===== src/rtl/ram_byte_sequencer_if.sv =====
// Control-unit request/response and byte-RAM signals of the byte sequencer.
// The slave modport is the sequencer; the master side is the control unit plus the RAM array.
interface ram_byte_sequencer_if #(
  parameter int ADDR_W = 9
) ();
  logic              MFA;
  logic              RW;
  logic [1:0]        Size;
  logic [ADDR_W-1:0] Address;
  logic [31:0]       DataIn;
  logic [31:0]       DataOut;
  logic              MOC;
  logic              AlignErr;
  logic              Busy;
  logic [ADDR_W-1:0] ram_addr;
  logic [7:0]        ram_wdata;
  logic              ram_we;
  logic              ram_re;
  logic [7:0]        ram_rdata;

  modport slave (
    input  MFA, RW, Size, Address, DataIn, ram_rdata,
    output DataOut, MOC, AlignErr, Busy, ram_addr, ram_wdata, ram_we, ram_re
  );

  modport master (
    output MFA, RW, Size, Address, DataIn, ram_rdata,
    input  DataOut, MOC, AlignErr, Busy, ram_addr, ram_wdata, ram_we, ram_re
  );
endinterface


===== src/rtl/ram_byte_sequencer.sv =====
// Splits word/halfword/byte requests into big-endian single-byte RAM accesses; MOC after N+2 (read) / N+1 (write) cycles.
// MOC/AlignErr are held while MFA stays high; a new request needs MFA low for one edge.
module ram_byte_sequencer #(
  parameter int ADDR_W = 9
) (
  input logic                  Clk,
  input logic                  Clear,
  ram_byte_sequencer_if.slave  bus
);

  typedef enum logic [1:0] {IDLE, ACCESS, DRAIN, DONE} state_t;

  state_t            state_q, state_d;
  logic [ADDR_W-1:0] addr_q, addr_d;
  logic              rw_q, rw_d;
  logic              err_q, err_d;
  logic [1:0]        cnt_q, cnt_d;
  logic [1:0]        last_q, last_d;
  logic [31:0]       wsh_q, wsh_d;
  logic [31:0]       asm_q, asm_d;
  logic [31:0]       dout_q, dout_d;
  logic              bad;

  always_ff @(posedge Clk or negedge Clear) begin
    if (!Clear) begin
      state_q <= IDLE;
      addr_q  <= '0;
      rw_q    <= 1'b0;
      err_q   <= 1'b0;
      cnt_q   <= 2'd0;
      last_q  <= 2'd0;
      wsh_q   <= 32'h0;
      asm_q   <= 32'h0;
      dout_q  <= 32'h0;
    end else begin
      state_q <= state_d;
      addr_q  <= addr_d;
      rw_q    <= rw_d;
      err_q   <= err_d;
      cnt_q   <= cnt_d;
      last_q  <= last_d;
      wsh_q   <= wsh_d;
      asm_q   <= asm_d;
      dout_q  <= dout_d;
    end
  end

  always_comb begin
    state_d = state_q;
    addr_d  = addr_q;
    rw_d    = rw_q;
    err_d   = err_q;
    cnt_d   = cnt_q;
    last_d  = last_q;
    wsh_d   = wsh_q;
    asm_d   = asm_q;
    dout_d  = dout_q;
    bad     = 1'b0;

    unique case (state_q)
      IDLE: begin
        if (bus.MFA) begin
          addr_d = bus.Address;
          rw_d   = bus.RW;
          cnt_d  = 2'd0;
          asm_d  = 32'h0;
          // Write data is left-justified so the next byte out is always wsh_q[31:24].
          unique case (bus.Size)
            2'b00: begin
              last_d = 2'd0;
              wsh_d  = {bus.DataIn[7:0], 24'h0};
            end
            2'b01: begin
              last_d = 2'd1;
              wsh_d  = {bus.DataIn[15:0], 16'h0};
              bad    = bus.Address[0];
            end
            2'b10: begin
              last_d = 2'd3;
              wsh_d  = bus.DataIn;
              bad    = |bus.Address[1:0];
            end
            default: bad = 1'b1;
          endcase
          err_d   = bad;
          state_d = bad ? DONE : ACCESS;
        end
      end
      ACCESS: begin
        // RAM returns a byte one cycle after its strobe, so capture lags issue by one.
        if (rw_q && (cnt_q != 2'd0)) asm_d = {asm_q[23:0], bus.ram_rdata};
        wsh_d = {wsh_q[23:0], 8'h00};
        cnt_d = cnt_q + 2'd1;
        if (cnt_q == last_q) state_d = rw_q ? DRAIN : DONE;
      end
      DRAIN: begin
        dout_d  = {asm_q[23:0], bus.ram_rdata};
        state_d = DONE;
      end
      DONE: begin
        if (!bus.MFA) state_d = IDLE;
      end
      default: state_d = IDLE;
    endcase
  end

  assign bus.DataOut   = dout_q;
  assign bus.MOC       = (state_q == DONE);
  assign bus.AlignErr  = (state_q == DONE) && err_q;
  assign bus.Busy      = (state_q != IDLE);
  assign bus.ram_re    = (state_q == ACCESS) && rw_q;
  assign bus.ram_we    = (state_q == ACCESS) && !rw_q;
  assign bus.ram_addr  = (state_q == ACCESS) ? addr_q + ADDR_W'(cnt_q) : '0;
  assign bus.ram_wdata = bus.ram_we ? wsh_q[31:24] : 8'h00;

endmodule

===== src/flat_wrapper.sv =====
// flat-port wrapper written by rule: the top's interface ports become plain ports
module ram_byte_sequencer_flat 
#(
  parameter int ADDR_W = 9
)
  (Clk, Clear, bus_MFA, bus_RW, bus_Size, bus_Address, bus_DataIn, bus_ram_rdata, bus_DataOut, bus_MOC, bus_AlignErr, bus_Busy, bus_ram_addr, bus_ram_wdata, bus_ram_we, bus_ram_re);
  ram_byte_sequencer_if #(.ADDR_W(ADDR_W)) bus_i ();
  input logic Clk;
  input logic Clear;
  input wire logic [$bits(bus_i.MFA)-1:0] bus_MFA;
  input wire logic [$bits(bus_i.RW)-1:0] bus_RW;
  input wire logic [$bits(bus_i.Size)-1:0] bus_Size;
  input wire logic [$bits(bus_i.Address)-1:0] bus_Address;
  input wire logic [$bits(bus_i.DataIn)-1:0] bus_DataIn;
  input wire logic [$bits(bus_i.ram_rdata)-1:0] bus_ram_rdata;
  output wire logic [$bits(bus_i.DataOut)-1:0] bus_DataOut;
  output wire logic [$bits(bus_i.MOC)-1:0] bus_MOC;
  output wire logic [$bits(bus_i.AlignErr)-1:0] bus_AlignErr;
  output wire logic [$bits(bus_i.Busy)-1:0] bus_Busy;
  output wire logic [$bits(bus_i.ram_addr)-1:0] bus_ram_addr;
  output wire logic [$bits(bus_i.ram_wdata)-1:0] bus_ram_wdata;
  output wire logic [$bits(bus_i.ram_we)-1:0] bus_ram_we;
  output wire logic [$bits(bus_i.ram_re)-1:0] bus_ram_re;
  assign bus_i.MFA = bus_MFA;
  assign bus_i.RW = bus_RW;
  assign bus_i.Size = bus_Size;
  assign bus_i.Address = bus_Address;
  assign bus_i.DataIn = bus_DataIn;
  assign bus_i.ram_rdata = bus_ram_rdata;
  assign bus_DataOut = bus_i.DataOut;
  assign bus_MOC = bus_i.MOC;
  assign bus_AlignErr = bus_i.AlignErr;
  assign bus_Busy = bus_i.Busy;
  assign bus_ram_addr = bus_i.ram_addr;
  assign bus_ram_wdata = bus_i.ram_wdata;
  assign bus_ram_we = bus_i.ram_we;
  assign bus_ram_re = bus_i.ram_re;
  ram_byte_sequencer #(.ADDR_W(ADDR_W)) u_core (.Clk(Clk), .Clear(Clear), .bus(bus_i));
endmodule

===== config.mk =====
export PLATFORM = sky130hd
export DESIGN_NAME = ram_byte_sequencer_flat
export DESIGN_NICKNAME = d
export VERILOG_FILES = /design/src/rtl/ram_byte_sequencer_if.sv /design/src/rtl/ram_byte_sequencer.sv /design/src/flat_wrapper.sv
export SDC_FILE = /design/constraint.sdc
export NUM_CORES = 1
export LEC_CHECK = 0
export CAP_MARGIN = 20
export CORE_ASPECT_RATIO = 1.1
export CORE_MARGIN = 1.5
export CORE_UTILIZATION = 37
export DETAILED_ROUTE_END_ITERATION = 10
export SYNTH_ARGS = -nofsm -noshare
export SYNTH_HDL_FRONTEND = slang
export SYNTH_SLANG_ARGS = --single-unit

===== constraint.sdc =====
create_clock -name Clk -period 2.7 [get_ports Clk]
set_clock_uncertainty 0.2 [all_clocks]
set_input_delay 0.54 -clock Clk [delete_from_list [all_inputs] [get_ports Clk]]
set_output_delay 0.54 -clock Clk [all_outputs]
set_load 0.01 [all_outputs]

**Yosys cells after proc, flatten, opt, wreduce, memory -nomap -nowiden**

Cells that the tools add are included.
Widths: inputs -> output; s select.

- Reductions and logical operators: 18
- Mux-type cells: 20
- Equality and inequality tests: 11
- Add/subtract/negate cells: 2

Operators with widths:

| operator | number |
|---|---|
| $pmux 32 s3 | 1 |
| $pmux 32 s2 | 1 |
| $mux 24 | 2 |
| $pmux 24 s2 | 1 |
| $mux 32 | 1 |
| $reduce_and 3->1 | 4 |
| $mux 2 | 5 |
| $add 9x2->9 | 1 |
| $mux 9 | 1 |
| $mux 8 | 1 |
| $pmux 2 s4 | 1 |
| $eq 2x2->1 const B | 3 |
| $pmux 2 s3 | 1 |
| $reduce_bool 2->1 | 3 |
| $eq 2x1->1 const B | 2 |
| $logic_and 1x1->1 | 4 |
| $logic_not 2->1 | 2 |
| $ne 2x1->1 const B | 2 |
| $ne 2x2->1 const B | 2 |
| $ne 4x4->1 const B | 1 |
| $pmux 2 s2 | 1 |
| $reduce_and 2->1 | 2 |
| $mux 1 | 3 |
| $pmux 1 s3 | 1 |
| 5 further kinds | 5 |

- Input port bits: 55
- Register bits: 105
- Word-level logic and storage cells: 60
- Output and inout port bits: 54

**Longest topological paths before layout**

- Depth in word-level cells: 7
- Depth in mapped cells: 9

**Worst setup path before layout**

No wires, ideal clock.

- Path type: register to output
- Start point: register u_core.state_q[1]
- End point: output port bus_ram_addr[8]
- Stages on the path, launching flop included: 7
- Required time: 1960 ps
- Arrival time: 1640 ps
- Path slack: 320 ps
- Path through: dfrtp_1 -> inv_1 -> ha_1 -> buf_2 -> buf_2 -> clkbuf_1 -> a21boi_0

- Word-level cells in the longest chain between the ends: 2

RTL lines:

| what | line | text |
|---|---|---|
| start, declared | ram_byte_sequencer.sv:13 | `state_t state_q, state_d;` |
| start signal, assigned | ram_byte_sequencer.sv:36 | `state_q <= state_d;` |
| $eq 2x1->1 | ram_byte_sequencer.sv:113 | `assign bus.ram_addr = (state_q == ACCESS) ? addr_q + ADDR_W'(cnt_q) : '0;` |
| $mux 9 | ram_byte_sequencer.sv:113 |  |
| end, declared | flat_wrapper.sv:20 | `output wire logic [$bits(bus_i.ram_addr)-1:0] bus_ram_addr;` |

No other way between the ends.

**Final worst setup path**

- Start point: register u_core.state_q[1]
- End point: output port bus_ram_we

- Word-level cells in the longest chain between the ends: 2

RTL lines:

| what | line | text |
|---|---|---|
| $eq 2x1->1 | ram_byte_sequencer.sv:112 | `assign bus.ram_we = (state_q == ACCESS) && !rw_q;` |
| $logic_and 1x1->1 | ram_byte_sequencer.sv:112 |  |
| end, declared | flat_wrapper.sv:22 | `output wire logic [$bits(bus_i.ram_we)-1:0] bus_ram_we;` |

No other way between the ends.

==> run_results.csv <==
group,metric,value,unit
outcome,status,"complete, no violations",
timing,setup_tns,0,ns
layout,seq_area,0.002628,mm²
floorplan,initial_core_util,37.75,%
placement,gp_congestion,0.7448,
clock_tree,clk_path_buf_depth,2,
floorplan,core_area,0.01316,mm²
layout,n_antenna_cell,0,
synth,syn-num-nets,549,
worst_setup_path,worst-path-max-fanout,7,
clock_tree,cts_tree,"yes",
worst_setup_path,cp.required,1.96,ns
clock_tree,path_clk_slew,0.07,ns
layout,final_nets,656,
route,first_pass_iters,4,
placement,port_buffers,108,
clock_tree,cts_buffers,9,
synth,ys_ff_latch,105,
layout,drive_gt1_share,16.72,%
floorplan,die_area,0.01413,mm²
route,via_count,3725,
synth,yosys_warnings,0,
timing,slew_violations,0,
route,routed_wirelength,10590,µm
global_route,grt_start_max_net_pins,65,
route,route.detailed.drc,0,
power_and_ir_drop,total_power,6324,µW
layout,multi_input_area,0.002137,mm²
route,wl_per_cell,14.06,µm
timing,setup_viol,0,
route,antenna_left,0,
min_path,hold_class,"reg -> reg",
timing,hold_viol,0,
synth,synthFlopType,"dfrtp_1",
route,drtIter0Drc,225,
worst_setup_path,startpoint_type,"register",
synth,synth_edf_count,0,
synth,synth_cells,481,
route,routed_via_density,4.947,
power_and_ir_drop,pwr_density_cell,967.7,mW/mm²
power_and_ir_drop,peakVddDrop,0.5222,mV
timing,max-slew-margin-rel,70.95,%
layout,final_common_cell,"dfrtp_1",
clock_tree,root_buffer,"clkbuf_16",
clock_tree,cts_max_level,3,
floorplan,die_h,124.5,µm
clock_tree,clkSinkCount,105,
timing,final.min_clock_period,2.599,ns
global_route,grt_pass1_wl,17590,µm
worst_setup_path,crit_path_end_kind,"output port",
global_route,grt_pass1_vias,3577,
synth,synth.cell_area,0.004967,mm²
synth,yosysUniqueCellTypes,35,
timing,finalCritPeriodShare,96.27,%
global_route,antenna_found_initial,0,
floorplan,ios,109,
timing,worst_pin_slew,0.4358,ns
synth,seq_area_frac_synth,52.90,%
layout,fill_cells,1246,
worst_setup_path,startpoint,"u_core.state_q[1]$_DFFE_PN0P_",
clock_tree,clock_latency,0.35,ns
min_path,min-delay-start,"u_core.wsh_q[25]$_DFFE_PN0P_",
placement,dp_hpwl,7408,µm
synth,avgSynthCellArea,10.33,µm²
job,cap_viol_max_count,0,
worst_setup_path,cp.arrival,1.86,ns
worst_setup_path,critical_path_class,"reg -> out",
layout,final_cell_mix,"dfrtp_1 (105), nand2_1 (93), clkdlybuf4s50_1 (90)",
global_route,grt_use_total,15.58,%
power_and_ir_drop,leakage,0.002889,µW
global_route,grt_overflow,0,
synth,async_reset_ff_share,100.0,%
floorplan,core.rowCount,44,
worst_setup_path,r2r_start,"u_core.state_q[1]$_DFFE_PN0P_",
timing,fmax,0.3847,GHz
timing,rsz0062_at_grt,"false",
layout,synthToLayoutAreaGrowth,31.56,%
floorplan,die_w,113.5,µm
[power by group]
part | internal [µW] | leakage, µW | switching, µW
registers | 2120 | 0.00139 | 344
clock network | 624 | 0.000128 | 596
logic | 1310 | 0.00137 | 1330
total | 4050 | 0.00289 | 2270
[worst max-delay path, stage by stage (launching register included)]
cell             delay, ns
dfrtp_1               0.38
inv_1                 0.10
ha_2                  0.21
nor2b_1               0.13
buf_4                 0.15
clkdlybuf4s50_1       0.54
[logic make-up (layout without fill, tap and decap cells)]
| family | count (synthesis) | after routing | share of synthesized area (%) |
|---|---|---|---|
| simple gates | 146 | 146 | 12.67 |
| compound gates | 120 | 120 | 14.53 |
| flops | 105 | 105 | 52.90 |
| mux | 46 | 46 | 10.40 |
| buf+inv | 43 | 154 | 4.660 |
| fa+ha+maj | 13 | 13 | 3.426 |
| xor+xnor | 8 | 8 | 1.410 |
[area by class of cell]
cell class,count,area share [%]
timing repair buffer,132,19.51
multi-input combinational,333,32.70
tap,161,3.083
inverter,7,0.4021
clock buffer,9,3.446
clock inverter,6,0.6510
sequential,105,40.21
[cell usage after synthesis (all sizes together) (2+ instances only)]
master / count / area, µm²
ha: 12 / 150.1
a22oi: 24 / 180.2
mux2: 45 / 506.7
o21ai: 59 / 295.3
a21oi: 20 / 111.4
inv: 7 / 26.28
nand3: 4 / 20.02
a21boi: 3 / 22.52
a211oi: 8 / 60.06
clkbuf: 14 / 52.55
dfrtp: 105 / 2628
buf: 22 / 152.6
nand2: 93 / 349.1
nor2b: 2 / 12.51
and2: 18 / 112.6
nor2: 20 / 75.07
xor2: 4 / 35.03
nand2b: 4 / 25.02
xnor2: 4 / 35.03
[flip-flops by register name (all words and copies together) (netlist names)]
register	cells
u_core.bus.DataOut	32
u_core.wsh_q	32
u_core.asm_q	24
u_core.addr_q	9
u_core.cnt_q	2
u_core.last_q	2
u_core.state_q	2
u_core.err_q	1
u_core.rw_q	1
[worst paths after layout]
path / endpoint / slack, ns / cells after the start
worst max-delay path: bus_ram_we / 0.10 / 5
worst min-delay path: u_core.wsh_q[25]$_DFFE_PN0P_ / 0.27 / 2
worst max register to register: u_core.asm_q[3]$_DFFE_PN0P_ / 0.33 / 9
worst min register to register: u_core.wsh_q[25]$_DFFE_PN0P_ / 0.27 / 2
max in group asynchronous: u_core.asm_q[8]$_DFFE_PN0P_ / 1.21 / 3
min in group asynchronous: u_core.bus.DataOut[31]$_DFFE_PN0N_ / 0.42 / 2
[metrics by stage]
step / setup slack (ns) / utilization [%] / instance area (µm²) / hold slack (ns) / cells
floorplan: 0.3198 / - / 4967 / 0.04441 / 481
global placement: 0.01328 / 47.40 / 6237 / 0.2514 / 733
detailed placement: -0.01176 / 47.40 / 6237 / 0.2521 / 733
CTS: 0.01322 / 49.79 / 6551 / 0.2794 / 753
global route: 0.002296 / 49.67 / 6535 / 0.2995 / 753
finish: 0.1008 / 49.67 / 6535 / 0.2734 / 753
[layer usage]
| layer | global-route usage, % | part of all wire (%) | vias to the layer above |
|---|---|---|---|
| met3 | 2.336 | 3.4 | 18 |
| met5 | 0 | 0 | - |
| met2 | 24.10 | 47 | 85 |
| li1 | - | - | 1855 |
| met1 | 21.35 | 47 | 1767 |
| met4 | 7.574 | 2.5 | 0 |
[what timing repair did]
item,CTS,global route
hold endpoints to repair,21,0
pin swaps,3,2
resized for setup,29,11
hold buffers,1,0
setup endpoints to repair,19,10
setup buffers,4,0
No activity file was read; power rests on OpenSTA's default activity.
